--- src/rtl/uart_pkg.sv ---
// Shared defaults and state encoding for the UART TX byte arbiter.
package uart_pkg;

  localparam int unsigned DEF_NUM_REQ      = 4;
  localparam int unsigned DEF_MAX_BURST    = 16;
  localparam int unsigned DEF_IDLE_TIMEOUT = 255;

  typedef enum logic [0:0] {
    ST_IDLE = 1'b0,
    ST_LOCK = 1'b1
  } arb_state_t;

endpackage

--- src/rtl/uart_tx_arbiter_if.sv ---
// Requester byte handshake plus TX FIFO write port of the UART TX arbiter.
interface uart_tx_arbiter_if #(
  parameter int unsigned NUM_REQ = uart_pkg::DEF_NUM_REQ
);

  logic [NUM_REQ-1:0]      req_valid;
  logic [NUM_REQ-1:0][7:0] req_data;
  logic [NUM_REQ-1:0]      req_last;
  logic [NUM_REQ-1:0]      req_ready;
  logic                    full_TX;
  logic                    we_TX;
  logic [7:0]              wdata_TX;
  logic [1:0]              grant_id;
  logic                    busy;

  modport slave (
    input  req_valid, req_data, req_last, full_TX,
    output req_ready, we_TX, wdata_TX, grant_id, busy
  );

  modport master (
    output req_valid, req_data, req_last, full_TX,
    input  req_ready, we_TX, wdata_TX, grant_id, busy
  );

endinterface

--- src/rtl/rr_pick.sv ---
// Combinational round-robin pick over 4 requesters, starting after last_owner.
module rr_pick (
  input  logic [3:0] req,
  input  logic [1:0] last_owner,
  output logic [1:0] index,
  output logic       any
);

  logic [1:0] cand;

  // Offsets walk from 4 (last_owner itself) down to 1; the last hit wins,
  // so last_owner+1 has highest priority and last_owner the lowest.
  always_comb begin
    index = '0;
    cand  = '0;
    any   = |req;
    for (int unsigned k = 0; k < 4; k++) begin
      cand = last_owner + 2'(4 - k);
      if (req[cand]) index = cand;
    end
  end

endmodule

--- src/rtl/uart_tx_arbiter.sv ---
// Round-robin arbiter granting one byte requester at a time onto the TX FIFO.
module uart_tx_arbiter
  import uart_pkg::*;
#(
  parameter int unsigned NUM_REQ      = DEF_NUM_REQ,
  parameter int unsigned MAX_BURST    = DEF_MAX_BURST,
  parameter int unsigned IDLE_TIMEOUT = DEF_IDLE_TIMEOUT
) (
  input  logic               PCLK,
  input  logic               PRESET,
  uart_tx_arbiter_if.slave   bus
);

  localparam int unsigned BEAT_W  = $clog2(MAX_BURST + 1);
  localparam int unsigned STALL_W = $clog2(IDLE_TIMEOUT + 1);

  arb_state_t         state;
  logic [1:0]         grant_q;
  logic [1:0]         last_owner;
  logic [BEAT_W-1:0]  beat_cnt;
  logic [STALL_W-1:0] stall_cnt;

  logic [1:0] pick_idx;
  logic       pick_any;
  logic       lock;
  logic       own_valid;
  logic       xfer;
  logic       burst_done;
  logic       timeout;
  logic       release_grant;

  rr_pick u_rr_pick (
    .req        (bus.req_valid),
    .last_owner (last_owner),
    .index      (pick_idx),
    .any        (pick_any)
  );

  assign lock       = (state == ST_LOCK);
  assign own_valid  = bus.req_valid[grant_q];
  assign xfer       = lock && own_valid && !bus.full_TX;
  assign burst_done = (beat_cnt == BEAT_W'(MAX_BURST - 1));
  assign timeout    = (stall_cnt == STALL_W'(IDLE_TIMEOUT - 1));

  // Last-byte and burst-limit release share one term so they fire only once.
  assign release_grant = (xfer && (bus.req_last[grant_q] || burst_done)) ||
                         (lock && !own_valid && timeout);

  always_ff @(posedge PCLK or posedge PRESET) begin
    if (PRESET) begin
      state      <= ST_IDLE;
      grant_q    <= '0;
      last_owner <= 2'd3;
      beat_cnt   <= '0;
      stall_cnt  <= '0;
    end else begin
      case (state)
        ST_IDLE: begin
          if (pick_any) begin
            grant_q   <= pick_idx;
            state     <= ST_LOCK;
            beat_cnt  <= '0;
            stall_cnt <= '0;
          end
        end
        ST_LOCK: begin
          if (xfer) beat_cnt <= beat_cnt + 1'b1;
          if (own_valid) stall_cnt <= '0;
          else           stall_cnt <= stall_cnt + 1'b1;
          if (release_grant) begin
            state      <= ST_IDLE;
            last_owner <= grant_q;
          end
        end
        default: state <= ST_IDLE;
      endcase
    end
  end

  always_comb begin
    bus.req_ready          = '0;
    bus.req_ready[grant_q] = xfer;
    bus.we_TX              = xfer;
    bus.wdata_TX           = lock ? bus.req_data[grant_q] : '0;
    bus.grant_id           = grant_q;
    bus.busy               = lock;
  end

endmodule

--- src/flat_wrapper.sv ---
// flat-port wrapper written by rule: the top's interface ports become plain ports
module uart_tx_arbiter_flat import uart_pkg::*;
#(
  parameter int unsigned NUM_REQ      = DEF_NUM_REQ,
  parameter int unsigned MAX_BURST    = DEF_MAX_BURST,
  parameter int unsigned IDLE_TIMEOUT = DEF_IDLE_TIMEOUT
)
  (PCLK, PRESET, bus_req_valid, bus_req_data, bus_req_last, bus_full_TX, bus_req_ready, bus_we_TX, bus_wdata_TX, bus_grant_id, bus_busy);
  uart_tx_arbiter_if #(.NUM_REQ(NUM_REQ)) bus_i ();
  input  logic PCLK;
  input  logic PRESET;
  input wire logic [$bits(bus_i.req_valid)-1:0] bus_req_valid;
  input wire logic [$bits(bus_i.req_data)-1:0] bus_req_data;
  input wire logic [$bits(bus_i.req_last)-1:0] bus_req_last;
  input wire logic [$bits(bus_i.full_TX)-1:0] bus_full_TX;
  output wire logic [$bits(bus_i.req_ready)-1:0] bus_req_ready;
  output wire logic [$bits(bus_i.we_TX)-1:0] bus_we_TX;
  output wire logic [$bits(bus_i.wdata_TX)-1:0] bus_wdata_TX;
  output wire logic [$bits(bus_i.grant_id)-1:0] bus_grant_id;
  output wire logic [$bits(bus_i.busy)-1:0] bus_busy;
  assign bus_i.req_valid = bus_req_valid;
  assign bus_i.req_data = bus_req_data;
  assign bus_i.req_last = bus_req_last;
  assign bus_i.full_TX = bus_full_TX;
  assign bus_req_ready = bus_i.req_ready;
  assign bus_we_TX = bus_i.we_TX;
  assign bus_wdata_TX = bus_i.wdata_TX;
  assign bus_grant_id = bus_i.grant_id;
  assign bus_busy = bus_i.busy;
  uart_tx_arbiter #(.NUM_REQ(NUM_REQ), .MAX_BURST(MAX_BURST), .IDLE_TIMEOUT(IDLE_TIMEOUT)) u_core (.PCLK(PCLK), .PRESET(PRESET), .bus(bus_i));
endmodule
--- config.mk ---
export PLATFORM = sky130hd
export DESIGN_NAME = uart_tx_arbiter_flat
export DESIGN_NICKNAME = d
export VERILOG_FILES = /design/src/rtl/uart_pkg.sv /design/src/rtl/uart_tx_arbiter_if.sv /design/src/rtl/rr_pick.sv /design/src/rtl/uart_tx_arbiter.sv /design/src/flat_wrapper.sv
export SDC_FILE = /design/constraint.sdc
export NUM_CORES = 1
export LEC_CHECK = 0
export CORE_ASPECT_RATIO = 0.8
export CORE_MARGIN = 4
export CORE_UTILIZATION = 34
export DETAILED_ROUTE_END_ITERATION = 10
export DONT_BUFFER_PORTS = 1
export SYNTH_ARGS = -nofsm -noshare
export SYNTH_HDL_FRONTEND = slang
export SYNTH_HIERARCHICAL = 1
export SYNTH_SLANG_ARGS = --single-unit
--- constraint.sdc ---
create_clock -name PCLK -period 1.65 [get_ports PCLK]
set_input_delay 0.2475 -clock PCLK [delete_from_list [all_inputs] [get_ports PCLK]]
set_output_delay 0.2475 -clock PCLK [all_outputs]
set_load 0.05 [all_outputs]
After elaboration in Yosys (flattened, before gate mapping)

Cells that the tools add are included.

Add/subtract/negate cells: 5
$lt $le $gt $ge: 6
Equal/unequal tests: 4
Muxes and demuxes: 30
Bitwise gates (word level): 2
Reductions and logical operators: 14

Operators with widths:

| operator                                                              | count |
|---|---|
| 8-bit 2-to-1 mux                                                      | 4 |
| 8-bit binary-select mux with 2-bit select                             | 1 |
| 8-bit one-hot mux with 2 select lines                                 | 1 |
| 2-bit by 3-bit < comparator with 1-bit output, second input constant  | 5 |
| 1-bit binary-select mux with 2-bit select                             | 6 |
| 5-bit 2-to-1 mux                                                      | 2 |
| 5-bit one-hot mux with 2 select lines                                 | 1 |
| 1-bit 2-to-1 mux                                                      | 9 |
| 8-bit by 1-bit adder with 8-bit output, second input constant         | 1 |
| 8-bit equality test, second input constant                            | 1 |
| 2-bit 2-to-1 mux                                                      | 4 |
| 1-bit logical AND                                                     | 6 |
| 2-bit AND reduction                                                   | 3 |
| 5-bit by 1-bit adder with 5-bit output, second input constant         | 1 |
| 5-bit by 4-bit equality test with 1-bit output, second input constant | 1 |
| 2-bit adder, second input constant                                    | 2 |
| 4-bit AND                                                             | 1 |
| 4-bit OR reduction                                                    | 1 |
| 2-bit by 1-bit adder with 2-bit output, second input constant         | 1 |
| 1-bit demux with 2-bit select                                         | 1 |
| 2-bit by 1-bit >= comparator with 1-bit output, second input constant | 1 |
| 1-bit zero test                                                       | 2 |
| 1-bit logical OR                                                      | 2 |
| 2-bit by 1-bit != test with 1-bit output, second input constant       | 1 |
| 3 further kinds                                                       | 3 |

Register bits after elaboration: 18
Input port bits: 43
Logic and storage cells: 66

Logic depth before layout (Yosys ltp)

Gate-level depths: netlist of the first run.

Word-level depth: 8
Depth in mapped cells: 6
Gate-level depth less buffers: 6

Modules after synthesis

Netlist of the first run, hierarchy kept.

Modules (own cells, without submodules):

| module          | times used | cells each | area each (µm²) | seq. area each (µm²) |
|---|---|---|---|---|
| uart_tx_arbiter | 1          | 116        | 1223.7          | 452.9 |
| rr_pick         | 1          | 14         | 91.3            | 0.0 |

Least setup slack after synthesis of the first run

OpenSTA, ideal clock, no wires.

Path kind: reg2out
Start point: register u_core.grant_q[1] (netlist: u_core/bus.grant_id[1])
End point: output bus_req_ready[2]
Arrival time: 2.560 ns
Data required time: 1.402 ns
Slack: -1.158 ns
Cell stages (with the launch flop): 5
Path buffers: 1
Cells stage by stage: dfrtp_1 -> clkbuf_1 -> mux4_2 -> nand2_1 -> nor3b_1

Longest elaborated chain between the ends: 5

RTL lines:

| element                                                                                           | line                                         | text |
|---|---|---|
| from (decl)                                                                                       | uart_tx_arbiter.sv:18                        | `logic [1:0] grant_q;` |
| from (signal assigned)                                                                            | uart_tx_arbiter.sv:60                        | `grant_q <= pick_idx;` |
| 2-bit by 3-bit < comparator with 1-bit output (implied by the code), or another cell as far along | uart_tx_arbiter.sv:82                        | `bus.req_ready[grant_q] = xfer;` |
| 1-bit logical AND (implied by the code) / 1-bit 2-to-1 mux (equally long branches)                | uart_tx_arbiter.sv:82, uart_tx_arbiter.sv:40 |  |
| 1-bit 2-to-1 mux (implied by the code) / 1-bit logical AND (equally long branches)                | uart_tx_arbiter.sv:82, uart_tx_arbiter.sv:41 |  |
| 1-bit demux with 2-bit select / 1-bit logical AND (equally long branches)                         | --                                           |  |
| 4-bit AND (no line) (*)                                                                           | --                                           |  |
| to (decl)                                                                                         | flat_wrapper.sv:16                           | `output wire logic [$bits(bus_i.req_ready)-1:0] bus_req_ready;` |

Mark *: on every way between the ends. The rest lies on a longest branch, timed or not. The select of a mux whose other input is x is not followed.

Worst setup path in the final report of the first run

Start point: register u_core.grant_q[0] (netlist: u_core/bus.grant_id[0])
End point: output bus_req_ready[1]

Same word-level chain as after synthesis.

==> results.py, run 1 <==
metrics = {
    "drt": {
        "drc": 0,
        "wire_per_inst_um": 18.6,
        "via_count": 1148,
        "avgViaCountPerCell": 5.83,
        "wl_um": 3670,
        "drtPass1Iterations": 4,
        "dr.first_iter.drc_count": 122,
        "final_antenna_net_count": 0,
    },
    "critical_path": {
        "cp_slowest_cell": "mux4_2",
        "worstSetupStartpointType": "flip-flop",
        "crit_chain": "mux4_2 -> nand2_4 -> clkinvlp_4 -> nand2_2 -> nor2_2 -> buf_12",
        "crit_path_max_fanout": 5,
        "r2r_start": "u_core/bus.grant_id[0]$_DFFE_PP0P_",
        "reg2reg_slack_ns": -0.26,
        "cpPeakStageDelay_ns": 0.57,
        "worstPathRequired_ns": 1.40,
        "critPathCaptureType": "output port",
        "crit_type": "reg2out",
        "rr_worst_depth": 5,
        "r2r-end": "u_core/last_owner[0]$_DFFE_PP1P_",
        "arrival_ns": 1.73,
    },
    "synth": {
        "synth.top_cell.area_share_pct": 30.4,
        "yosysWarningCount": 6,
        "synth_ff_type": "dfrtp_1",
        "syn_area_um2": 1320,
        "synth_fp_nets": 177,
        "ys_seq_elements": 18,
        "synth_edf_count": 0,
        "synthArstFlopShare_pct": 100,
        "synth_cell_types": 39,
        "ys_seq_area_share_pct": 34.4,
        "netlist_top_cells_area": "dfrtp_1, mux4_2, dfstp_2, nand2_1, and2_1",
        "synthCells": 130,
        "synth_top_area_cell": "dfrtp_1",
        "synth_area_per_cell_um2": 10.1,
    },
    "sta": {
        "hold_slack_ns": -0.00987,
        "period_needed_ns": 1.98,
        "rsz0062_at_grt": "true",
        "fin_crit_sh_pct": 120,
        "max_slew_margin_pct": 52.7,
        "drv_slew": 0,
        "hold_viol": 16,
        "setup_slack_ns": -0.328,
        "skew_ns": 0.00409,
        "timing.fmax_ghz": 0.506,
        "worstMarginPinSlew_ns": 0.708,
        "final-setup-viol-count": 26,
        "tns_ns": -5.08,
    },
    "global_routing": {
        "grt_pass1_wl_um": 5810,
        "grt_max_degree": 19,
        "overflow": 0,
        "grt_use_total_pct": 14.9,
        "antenna_found_initial": 0,
        "grt_pass1_vias": 1150,
    },
    "hold_path": {
        "hp-class": "in2async",
    },
    "cells_and_area": {
        "seqCellArea_um2": 455,
        "nets": 203,
        "syn_to_final_growth_pct": 30.5,
        "layout-drive-gt1-share_pct": 47.1,
        "multiInputGateArea_um2": 888,
        "diodes": 0,
        "final_common_cell": "buf_4",
        "fin_area_um2": 1720,
        "layout_common_cells": "buf_4, dfrtp_1, nand2_1, mux4_2, and2_4",
        "fillerInstances": 323,
    },
    "clock_network": {
        "clk_pin_slew_ns": 0.07,
        "root_buffer": "clkbuf_8",
        "clk_path_buf_depth": 2,
        "clkLatencyLatePin_ns": 0.26,
        "ctsHoldBuffers": 0,
        "cts.sinks": 18,
        "cts_tree": "done",
        "htree_num_levels": 1,
        "cts_buffers": 3,
    },
    "run_status": {
        "violations": "negative hold slack, negative setup slack",
        "status": "complete, but fails checks",
    },
    "floorplan": {
        "fp.dieH_um": 63.6,
        "start_util_pct": 36.9,
        "io_pins": 59,
        "dieWidth_um": 77.5,
        "core_um2": 3570,
        "fp-row-count": 19,
        "die-area_um2": 4930,
    },
    "placed_design": {
        "post_dp_cell_area_um2": 1550,
        "io_buffers": 0,
        "dp_slack_ns": -0.180,
        "routabilityCongestion": 0.883,
        "hpwl_um": 2840,
    },
    "power": {
        "ir_drop_uv": 845,
        "power_leakage_nw": 0.745,
        "pwr_density_cell_nw_per_um2": 2030,
    },
    "run": {
        "cap_violations": 0,
    },
}
-- final cells by class --
cell class                 instances  share of cell area (%)
inverter                           7                    1.75
tap                               42                    3.06
multi-input combinational        100                    51.7
timing repair buffer              26                    13.7
clock buffer                       4                    3.21
sequential                        18                    26.5
-- worst max-delay path, delay by kind of cell, from the launching register on --
family,cells,cell delay (ns)
AND/OR/NAND/NOR,3,0.22
flip-flops,1,0.42
buffers and inverters,2,0.27
multiplexers,1,0.57
-- per-stage QoR --
stage	cells	hold slack [ns]	power [mW]	util [%]
6_report	197	-0.00987	3.48	48.1
5_1_grt	197	0.0400	3.68	48.1
4_1_cts	195	0.0114	3.44	47.4
3_5_place_dp	187	0.294	2.83	43.5
3_3_place_gp	187	0.286	2.78	43.5
2_1_floorplan	130	0.184	2.38	-
-- cell families after synthesis --
family	synth area share, %
fa+ha+maj	3.81
buf+inv	4.00
simple gates	21.4
mux	22.1
flops	34.4
xor+xnor	1.33
compound gates	12.9
-- registers in the layout (all words and copies together) (netlist names) --
name	count
u_core/stall_cnt	8
u_core/bus.busy	1
u_core/beat_cnt	5
u_core/last_owner	2
u_core/bus.grant_id	2
-- synthesized netlist by cell type, drive strengths merged (2+ instances only) --
master,number
dfrtp,16
nand2,14
mux4,10
o21ai,10
and2,8
inv,7
nand3,7
nor2,7
a21oi,6
a31oi,4
ha,4
mux2,4
nand2b,4
clkbuf,3
and3,2
buf,2
dfstp,2
mux2i,2
or3,2
-- routing by layer --
layer	wire (um)	global-route usage, %
met1	1510	18.5
met2	1940	25.5
met3	199	4.42
met4	18	3.33
met5	0	0
-- what timing repair did --
action	in CTS	in global routing
endpoints found under the setup margin	27	27
gates resized for setup	21	5
pin swaps	4	4
buffers inserted	4	2
-- report_power, final --
part / internal, mW / switching, mW
Sequential: 0.596 / 0.145
Combinational: 1.02 / 1.36
Clock: 0.212 / 0.151
-- worst max path at each step --
stage                                        from  cells past startpoint                          endpoint
2_1_floorplan  u_core/bus.grant_id[0]$_DFFE_PP0P_                      5                  bus_req_ready[3]
4_1_cts        u_core/bus.grant_id[0]$_DFFE_PP0P_                      6                  bus_req_ready[1]
5_1_grt        u_core/bus.grant_id[0]$_DFFE_PP0P_                      6                  bus_req_ready[1]
3_5_place_dp       u_core/beat_cnt[0]$_DFFE_PP0P_                      6  u_core/last_owner[0]$_DFFE_PP1P_
3_3_place_gp       u_core/beat_cnt[0]$_DFFE_PP0P_                      6  u_core/last_owner[0]$_DFFE_PP1P_
6_report       u_core/bus.grant_id[0]$_DFFE_PP0P_                      6                  bus_req_ready[1]
Power figures use the tool's default switching activity.
==> inputs of run 2 (changes only) <==
- GPL_TIMING_DRIVEN: unset -> 1
==> results of run 2 <==
Same layout as run 1: the final DEF is identical, and so are final timing and power.
